<file path="src/rtl/sata_link_pkg.sv">
// SATA link-layer TX framer shared definitions.
// Holds the CRC/scrambler constants, their per-dword step functions and the framer state type.
package sata_link_pkg;

   localparam logic [31:0] SATA_CRC_SEED = 32'h5232_5032;
   localparam logic [31:0] SATA_CRC_POLY = 32'h04C1_1DB7;
   // LFSR holds the next 16 keystream bits, oldest in bit 0
   localparam logic [15:0] SATA_SCRAM_SEED = 16'h768D;

   typedef enum logic {
      DATA,
      CRC
   } tx_framer_state_t;

   function automatic logic [31:0] crc32_step(
      input logic [31:0] crc,
      input logic [31:0] dat
   );
      logic [31:0] c;
      logic        fb;
      c = crc;
      for (int i = 31; i >= 0; i--) begin
         fb = c[31] ^ dat[i];
         c  = {c[30:0], 1'b0} ^ (fb ? SATA_CRC_POLY : 32'h0);
      end
      return c;
   endfunction

   // returns {mask[31:0], next_lfsr[15:0]}; mask bit 0 is the first keystream bit
   function automatic logic [47:0] scram_step(
      input logic [15:0] lfsr
   );
      logic [15:0] s;
      logic [31:0] m;
      s = lfsr;
      m = '0;
      for (int i = 0; i < 32; i++) begin
         m[i] = s[0];
         s    = {s[15] ^ s[13] ^ s[4] ^ s[0], s[15:1]};
      end
      return {m, s};
   endfunction

endpackage

</file>
<file path="src/rtl/sata_link_sc_fifo.sv">
// Generic show-ahead single-clock FIFO with fill level.
// Ports: clk, rst_n (async low), wr/wdat, rd (ignored when empty), rdat (0 when empty), empty, level.
module sata_link_sc_fifo #(
   parameter int DEPTH = 32,
   parameter int W     = 33
) (
   input  logic                   clk,
   input  logic                   rst_n,
   input  logic                   wr,
   input  logic [W-1:0]           wdat,
   input  logic                   rd,
   output logic [W-1:0]           rdat,
   output logic                   empty,
   output logic [$clog2(DEPTH):0] level
);

   localparam int AW = $clog2(DEPTH);
   localparam logic [AW:0] FULL_CNT = (AW+1)'(DEPTH);

   logic [W-1:0]  mem [DEPTH];
   logic [AW-1:0] wp;
   logic [AW-1:0] rp;
   logic [AW:0]   cnt;
   logic          do_rd;
   logic          full;

   assign empty = (cnt == '0);
   assign full  = (cnt == FULL_CNT);
   assign do_rd = rd & ~empty;
   assign level = cnt;
   assign rdat  = empty ? '0 : mem[rp];

   always_ff @(posedge clk) begin
      if (wr) mem[wp] <= wdat;
   end

   always_ff @(posedge clk or negedge rst_n) begin
      if (!rst_n) begin
         wp  <= '0;
         rp  <= '0;
         cnt <= '0;
      end else begin
         if (wr)    wp <= wp + 1'b1;
         if (do_rd) rp <= rp + 1'b1;
         unique case ({wr, do_rd})
            2'b10:   cnt <= cnt + 1'b1;
            2'b01:   cnt <= cnt - 1'b1;
            default: cnt <= cnt;
         endcase
      end
   end

   a_no_overflow: assert property (
      @(posedge clk) disable iff (!rst_n) !(wr && full)
   );

endmodule

</file>
<file path="src/rtl/sata_link_tx_framer.sv">
// SATA link TX framer: CRC append, scrambling (per-frame bypass), FIFO buffering with level/frame counts.
// Ports: tx_* payload in with tx_rdy; fifo_* show-ahead head, pop, empty/almostempty/level/frames.
// Optional SATA_LINK_TX_FRAMER_STATS_EN adds stat_frames/stat_dwords accepted counters.
module sata_link_tx_framer
   import sata_link_pkg::*;
#(
   parameter int FIFO_DEPTH   = 32,
   parameter int AE_THRESHOLD = 4,
   parameter int FRM_CNT_W    = 4
) (
   input  logic                        clk,
   input  logic                        reset_n,
   input  logic [31:0]                 tx_dat,
   input  logic                        tx_val,
   input  logic                        tx_eop,
   output logic                        tx_rdy,
   input  logic                        scram_bypass,
   output logic [31:0]                 fifo_data,
   output logic                        fifo_eop,
   input  logic                        fifo_rdreq,
   output logic                        fifo_empty,
   output logic                        fifo_almostempty,
   output logic [$clog2(FIFO_DEPTH):0] fifo_level,
   output logic [FRM_CNT_W-1:0]        fifo_frames
`ifdef SATA_LINK_TX_FRAMER_STATS_EN
   ,
   output logic [15:0]                 stat_frames,
   output logic [31:0]                 stat_dwords
`endif
);

   localparam int LW = $clog2(FIFO_DEPTH) + 1;
   localparam int FW = (LW > FRM_CNT_W) ? LW : FRM_CNT_W;
   localparam logic [FW-1:0] FRM_MAX = FW'((1 << FRM_CNT_W) - 1);

   tx_framer_state_t state_q, state_d;

   logic          run_q;
   logic          sop_q;
   logic          byp_q;
   logic [31:0]   crc_q;
   logic [15:0]   lfsr_q;
   logic          st_val_q, st_val_d;
   logic          st_eop_q, st_eop_d;
   logic [31:0]   st_dat_q, st_dat_d;
   logic [47:0]   scr;
   logic [31:0]   mask;
   logic [LW-1:0] used;
   logic          room1, room2;
   logic          byp_cur;
   logic          acc, crc_ld;
   logic [32:0]   head;
   logic [FW-1:0] frm_q;
   logic          wr_eop, rd_eop;

   assign scr     = scram_step(lfsr_q);
   assign mask    = scr[47:16];
   // FIFO dwords plus the one in the stage register
   assign used    = fifo_level + LW'(st_val_q);
   assign room2   = (used <= LW'(FIFO_DEPTH - 2));
   assign room1   = (used <= LW'(FIFO_DEPTH - 1));
   assign byp_cur = sop_q ? scram_bypass : byp_q;

   always_comb begin
      state_d  = state_q;
      tx_rdy   = 1'b0;
      acc      = 1'b0;
      crc_ld   = 1'b0;
      st_val_d = 1'b0;
      st_eop_d = 1'b0;
      st_dat_d = st_dat_q;
      unique case (state_q)
         DATA: begin
            // one slot always held back for the CRC dword
            tx_rdy = run_q & room2;
            acc    = tx_rdy & tx_val;
            if (acc) begin
               st_val_d = 1'b1;
               st_dat_d = tx_dat ^ (byp_cur ? 32'h0 : mask);
               if (tx_eop) state_d = CRC;
            end
         end
         CRC: begin
            if (room1) begin
               crc_ld   = 1'b1;
               st_val_d = 1'b1;
               st_eop_d = 1'b1;
               st_dat_d = crc_q ^ (byp_q ? 32'h0 : mask);
               state_d  = DATA;
            end
         end
         default: state_d = DATA;
      endcase
   end

   always_ff @(posedge clk or negedge reset_n) begin
      if (!reset_n) begin
         state_q  <= DATA;
         run_q    <= 1'b0;
         sop_q    <= 1'b1;
         byp_q    <= 1'b0;
         crc_q    <= SATA_CRC_SEED;
         lfsr_q   <= SATA_SCRAM_SEED;
         st_val_q <= 1'b0;
         st_eop_q <= 1'b0;
         st_dat_q <= '0;
      end else begin
         state_q  <= state_d;
         run_q    <= 1'b1;
         st_val_q <= st_val_d;
         st_eop_q <= st_eop_d;
         st_dat_q <= st_dat_d;
         if (acc) begin
            crc_q  <= crc32_step(crc_q, tx_dat);
            lfsr_q <= scr[15:0];
            sop_q  <= 1'b0;
            if (sop_q) byp_q <= scram_bypass;
         end
         if (crc_ld) begin
            crc_q  <= SATA_CRC_SEED;
            lfsr_q <= SATA_SCRAM_SEED;
            sop_q  <= 1'b1;
         end
      end
   end

   sata_link_sc_fifo #(
      .DEPTH (FIFO_DEPTH),
      .W     (33)
   ) u_fifo (
      .clk   (clk),
      .rst_n (reset_n),
      .wr    (st_val_q),
      .wdat  ({st_eop_q, st_dat_q}),
      .rd    (fifo_rdreq),
      .rdat  (head),
      .empty (fifo_empty),
      .level (fifo_level)
   );

   assign {fifo_eop, fifo_data} = head;
   assign fifo_almostempty      = (fifo_level <= LW'(AE_THRESHOLD));

   assign wr_eop = st_val_q & st_eop_q;
   assign rd_eop = fifo_rdreq & ~fifo_empty & fifo_eop;

   // exact count kept wide; the port view saturates
   always_ff @(posedge clk or negedge reset_n) begin
      if (!reset_n) begin
         frm_q <= '0;
      end else if (wr_eop && !rd_eop) begin
         frm_q <= frm_q + 1'b1;
      end else if (rd_eop && !wr_eop) begin
         frm_q <= frm_q - 1'b1;
      end
   end

   assign fifo_frames = (frm_q > FRM_MAX) ? {FRM_CNT_W{1'b1}}
                                          : frm_q[FRM_CNT_W-1:0];

`ifdef SATA_LINK_TX_FRAMER_STATS_EN
   always_ff @(posedge clk or negedge reset_n) begin
      if (!reset_n) begin
         stat_frames <= '0;
         stat_dwords <= '0;
      end else if (acc) begin
         stat_dwords <= stat_dwords + 1'b1;
         if (tx_eop) stat_frames <= stat_frames + 1'b1;
      end
   end
`endif

endmodule

</file>
<file path="config.mk">
export PLATFORM = sky130hd
export DESIGN_NAME = sata_link_tx_framer
export DESIGN_NICKNAME = d
export VERILOG_FILES = /design/src/rtl/sata_link_pkg.sv /design/src/rtl/sata_link_sc_fifo.sv /design/src/rtl/sata_link_tx_framer.sv
export SDC_FILE = /design/constraint.sdc
export NUM_CORES = 2
export LEC_CHECK = 0
export BUFFER_PORTS_ARGS = -buffer_cell sky130_fd_sc_hd__buf_2
export CORE_MARGIN = 3
export CORE_UTILIZATION = 60
export CTS_CLUSTER_SIZE = 24
export DETAILED_ROUTE_END_ITERATION = 12
export GPL_ROUTABILITY_DRIVEN = 1
export PLACE_DENSITY = 0.81
export SYNTH_ARGS = -nofsm -noshare
export SYNTH_HDL_FRONTEND = slang
export SYNTH_SLANG_ARGS = --single-unit
</file>
<file path="constraint.sdc">
create_clock -name clk -period 5.2 [get_ports clk]
set_input_delay 0 -clock clk [delete_from_list [all_inputs] [get_ports clk]]
set_output_delay 0 -clock clk [all_outputs]
set_load 0.005 [all_outputs]
</file>
# After elaboration in Yosys (flattened, before gate mapping)

Memories as Yosys holds them, arrays and structs flattened.
Cells that the tools add are included.
Widths: inputs -> output; s select.

Flip-flop bits (word level): 108
Bits in writable memories: 1056
Input port bits: 38
Output and inout bits: 46
Word-level logic and storage cells: 268
Memories: 1

Memory list:

| memory     | depth | width | read ports | clocked after memory_dff | wr ports | line                    | RTL |
|---|---|---|---|---|---|---|---|
| u_fifo.mem | 32    | 33    | 1          | 0                        | 1        | sata_link_sc_fifo.sv:20 | `logic [W-1:0] mem [DEPTH];` |

$add $sub $neg: 7
$lt $le $gt $ge: 4
Equal/unequal tests: 4
Multiplexer cells: 61
Bitwise logic cells: 169
Reductions and logical operators: 9

Operators by type and width:

| operator            | number |
|---|---|
| $xor 32x27->32      | 32 |
| $mux 27             | 32 |
| $mux 32             | 6 |
| $xor 1x1->1         | 128 |
| $pmux 32 s2         | 1 |
| $xor 32x32->32      | 2 |
| $mux 33             | 1 |
| $mux 16             | 2 |
| $mux 1              | 13 |
| $add 6x1->6 const B | 2 |
| $le 6x5->1 const B  | 2 |
| $mux 6              | 2 |
| $pmux 6 s2          | 1 |
| $sub 6x1->6 const B | 2 |
| $add 5x1->5 const B | 2 |
| $add 6x1->6         | 1 |
| $gt 6x4->1 const B  | 1 |
| $le 6x3->1 const B  | 1 |
| $logic_not 6->1     | 1 |
| $reduce_bool 2->1   | 3 |
| $and 1x1->1         | 5 |
| $mux 4              | 1 |
| $pmux 1 s2          | 2 |
| $eq 2x1->1 const B  | 1 |
| 7 further kinds     | 10 |

# Longest topological paths before layout

Depth after elaboration: 98
Gate-level depth with buffers: 17
Mapped depth without buffers: 15

# Cells and area by module

A second synthesis with hierarchy kept.

Cells, all modules: 2885
Area total of the unflattened synthesis: 50912.6 um^2

By module, submodules not included:

| module              | times used | cells an instance | area each (um^2) | seq. area each (um^2) |
|---|---|---|---|---|
| sata_link_sc_fifo   | 1          | 1980              | 41633.7          | 32110.8 |
| sata_link_tx_framer | 1          | 905               | 9278.9           | 2328.5 |

# Worst setup path after synthesis

No wires, ideal clock.

Path type: flip-flop to flip-flop
Start: register u_fifo.rp[0]
End: register frm_q[5]
Library setup time: 0.125 ns
Data arrival time: 3.803 ns
Data required time: 5.075 ns
Path slack: 1.272 ns
Stages on the path, launching flop included: 18
Buffers on the path: 2
Path through: dfrtp_1 -> clkbuf_1 -> clkbuf_1 -> mux4_2 -> mux4_2 -> mux2i_1 -> nor2_1 -> nand2_1 -> ha_1 -> inv_1 -> ha_1 -> a21o_1 -> a21oi_1 -> o21bai_1 -> a21oi_1 -> xnor2_1 -> nor2_1 -> xor2_1

Longest elaborated chain between the ends: 6
Elaborated cells between the ends (all ways): 8

Ends and longest elaborated chain:

| item                                        | line                       | RTL |
|---|---|---|
| start: declaration                          | sata_link_sc_fifo.sv:22    | `logic [AW-1:0] rp;` |
| start signal: assignment                    | sata_link_sc_fifo.sv:44    | `if (do_rd) rp <= rp + 1'b1;` |
| $mem_v2 32x33 *                             | -                          |  |
| $mux 33 *                                   | sata_link_sc_fifo.sv:31    | `assign rdat = empty ? '0 : mem[rp];` |
| via fifo_eop                                | sata_link_tx_framer.sv:19  | `output logic fifo_eop,` |
| $and 1x1->1 *                               | sata_link_tx_framer.sv:145 | `assign rd_eop = fifo_rdreq & ~fifo_empty & fifo_eop;` |
| $logic_not 1->1                             | sata_link_tx_framer.sv:151 | `end else if (wr_eop && !rd_eop) begin` |
| $logic_and 1x1->1                           | sata_link_tx_framer.sv:151 |  |
| $mux 6 or $reduce_bool 2->1 (tied branches) | -                          |  |
| end signal: assignment                      | sata_link_tx_framer.sv:152 | `frm_q <= frm_q + 1'b1;` |
| end signal: assignment                      | sata_link_tx_framer.sv:154 | `frm_q <= frm_q - 1'b1;` |
| end: declaration                            | sata_link_tx_framer.sv:53  | `logic [FW-1:0] frm_q;` |

Mark *: on every way through the listed nets, which the timed path passes. The rest lies on a longest branch.
A chain may end at the register's enable or synchronous reset.

# Worst setup path after layout

Start: register u_fifo.rp[0]
End: output fifo_data[0]

Longest elaborated chain between the ends: 2

Ends and longest elaborated chain:

| item             | line                      | RTL |
|---|---|---|
| $mem_v2 32x33    | -                         |  |
| $mux 33          | sata_link_sc_fifo.sv:31   |  |
| end: declaration | sata_link_tx_framer.sv:18 | `output logic [31:0] fifo_data,` |

No other way between the ends.

==> reports/results.txt <==
Outcome = finished clean
Post-synth EDFFs = 1,056
Main area contributors after synthesis = edfxtp_1, mux4_2, dfrtp_1, xnor2_1, xnor3_1
Final Max Slew Viols = 0
Crit Path Category = reg2out
Class of the worst hold path = in2reg
Synthesis-stage register bit count = 1,164
XOR/XNOR Fraction of Synth Area = 0.09783
CTS root buf = clkbuf_16
Worst R2R Path Depth = 15
Main combinational cell family by area after synthesis = multiplexers
Core Rows = 105
RePlAce Congestion = 0.9174
Worst-path maximum fanout = 53
FF-to-FF setup slack = 910 ps
Worst Path Arrival = 4690 ps
Worst-skew pair later-pin latency = 680 ps
Wire length per cell = 35.36 µm
DIE WIDTH = 295.9 µm
CTS Sinks = 1,164
First-pass GRT wire length = 197,900 µm
Fin crit share = 0.9014
Critical R2R Launch = u_fifo.rp[0]
Mean area per synthesized cell = 19.61 µm²
Simple-Gate Fraction of Synth Area = 0.02315
WHS Path Cells = 5
Period minus WS final = 4687 ps
Ys async rst share = 0.09278
Share of layout cells above drive strength 1 = 0.2665
Number of global-route vias before repair = 27,681
H-tree levels = 3
Fin. Hold Viols = 0
DR vias = 27,077
Vias per Instance = 6.971
Antenna Diode Count = 0
DRT iter0 DRCs = 3,840
# IOs = 84
CTS buffer count = 110
RSZ-0062 raised after global routing = false
Mux cell area share after synthesis = 0.1562
Port Buf Inserts = 83
Largest net degree at the start of global routing = 131
Leading area contributor after synthesis = edfxtp_1
Sequential fraction of the synthesis area = 0.6829
Hold EP = st_dat_q[27]
DR DRC count = 0
F_max = 213.3 MHz
Hold_sp = tx_dat[27]
Fin cells = 3,884
Worst slew pin tran = 1349 ps
Max-slew headroom = 0.1008
Max-Cap Viols = 0
Die ar. = 87,560 µm²
Synth Instances = 2,571
Fin nets = 2,777
Crit path required time = 5200 ps
DR pass1 iterations = 6
Final WL = 137,300 µm
Synth Area in Adders = 0.005012
Post-synth top area share = 0.6288
Dpl cells = 3,639
Hold WS = 91.47 ps
Mapped Area = 50,430 µm²
CTS clk-pin slew, worst paths = 70 ps
Most used DFF post-synth = edfxtp_1
DP HPWL = 73,500 µm
Syn nets = 2,628
Crit start category = register
Initial antenna violation count = 1
Netlist cell types = 58
Yosys warning count = 0
RR Endpoint = frm_q[5]
Overflow left after global routing = 0
Die Height = 295.9 µm
Final setup violation count = 0
Gr usage total = 0.3214
Final TNS setup = 0 ps
Starting Density = 0.6103
Skew final = 31.98 ps
Worst-case clock buffer depth = 3
Compound-Gate Fraction of Synth Area = 0.02196
Setup crit end kind = output pin
CTS tree = done
Placeable Area = 82,640 µm²
ANT nets after route = 0
# fillers = 4,860
Area Overhead vs Synth = 11.61%
registers in the layout (all words and copies together), names as in the netlist:
signal,cells
run_q,1
state_q,1
lfsr_q,16
u_fifo.wp,5
st_val_q,1
st_eop_q,1
u_fifo.level,6
sop_q,1
st_dat_q,32
byp_q,1
crc_q,32
u_fifo.mem,1056
u_fifo.rp,5
frm_q,6
final cells by class:
| type | instances | area (µm²) | share of cell area |
|---|---|---|---|
| flip-flops and latches | 1164 | 34460 | 0.6122 |
| clock inverters | 69 | 664.4 | 0.01180 |
| well taps | 1070 | 1339 | 0.02379 |
| repair buffers | 181 | 1286 | 0.02285 |
| clock buffers | 137 | 2917 | 0.05182 |
| multi-input cells | 1249 | 15570 | 0.2766 |
| inverters | 14 | 52.55 | 0.0009337 |
logic make-up (layout without fill, tap and decap cells):
logic type      after synthesis  count (layout)
compound gates              182             182
mux                         374             374
xor+xnor                    409             409
simple gates                264             264
buf+inv                     158             401
fa+ha+maj                    19              19
flops                      1164            1164
other cells                   1               1
worst max path at each step:
stage            startpoint            to  slack [ps]
2_1_floorplan  u_fifo.rp[0]      frm_q[5]        1270
3_3_place_gp      crc_q[28]     crc_q[11]        1170
3_5_place_dp   u_fifo.rp[0]      frm_q[5]        1010
4_1_cts        u_fifo.rp[0]  fifo_data[0]         360
5_1_grt        u_fifo.rp[0]  fifo_data[0]         120
6_report       u_fifo.rp[0]  fifo_data[0]         510
synth_stat cells, drive strengths merged (24+ instances only):
cell type	number
edfxtp	1056
mux4	330
xnor2	242
clkbuf	110
nor2	103
xor2	93
dfrtp	87
o21ai	76
nand2	70
xnor3	64
a21oi	44
mux2i	39
buf	32
nand2b	24
layout by cell type (no fill, tap or decap), types with 39 or more instances in the layout:
cell       count
a21oi_1       44
buf_2         82
buf_4         58
clkbuf_16    112
dfrtp_1       81
edfxtp_1    1056
mux2i_1       39
mux4_2       330
nand2_1       69
nor2_1        81
o21ai_0       62
xnor2_1      219
xnor3_1       46
xor2_1        90
critical path, stage by stage (launching register included):
cell     delay, ps
dfrtp_4        800
buf_4          540
buf_4          920
mux4_2         640
mux4_2         480
mux2i_1        300
nor2_1         100
buf_2          170
through the flow:
step | utilization | instance area, µm² | setup WS [ps]
floorplan | - | 50430 | 1272
finish | 0.6811 | 56280 | 512.7
CTS | 0.6811 | 56280 | 355.4
global placement | 0.6329 | 52300 | 1174
global route | 0.6811 | 56280 | 123.6
detailed placement | 0.6329 | 52300 | 1014
layer usage:
| metal | GRT usage | part of all wire |
|---|---|---|
| met4 | 0.1372 | 0.047 |
| met5 | 0 | 0 |
| met2 | 0.5281 | 0.50 |
| met3 | 0.06163 | 0.11 |
| met1 | 0.4286 | 0.35 |
what timing repair did:
action / CTS / global route
setup buffers: 0 / 0
hold endpoints to repair: 92 / 0
resized for setup: 0 / 0
hold buffers: 39 / 0
Power is left out: the tool's default activity adds up to more than one toggle a clock period on the data nets, which glitch-free logic cannot reach.
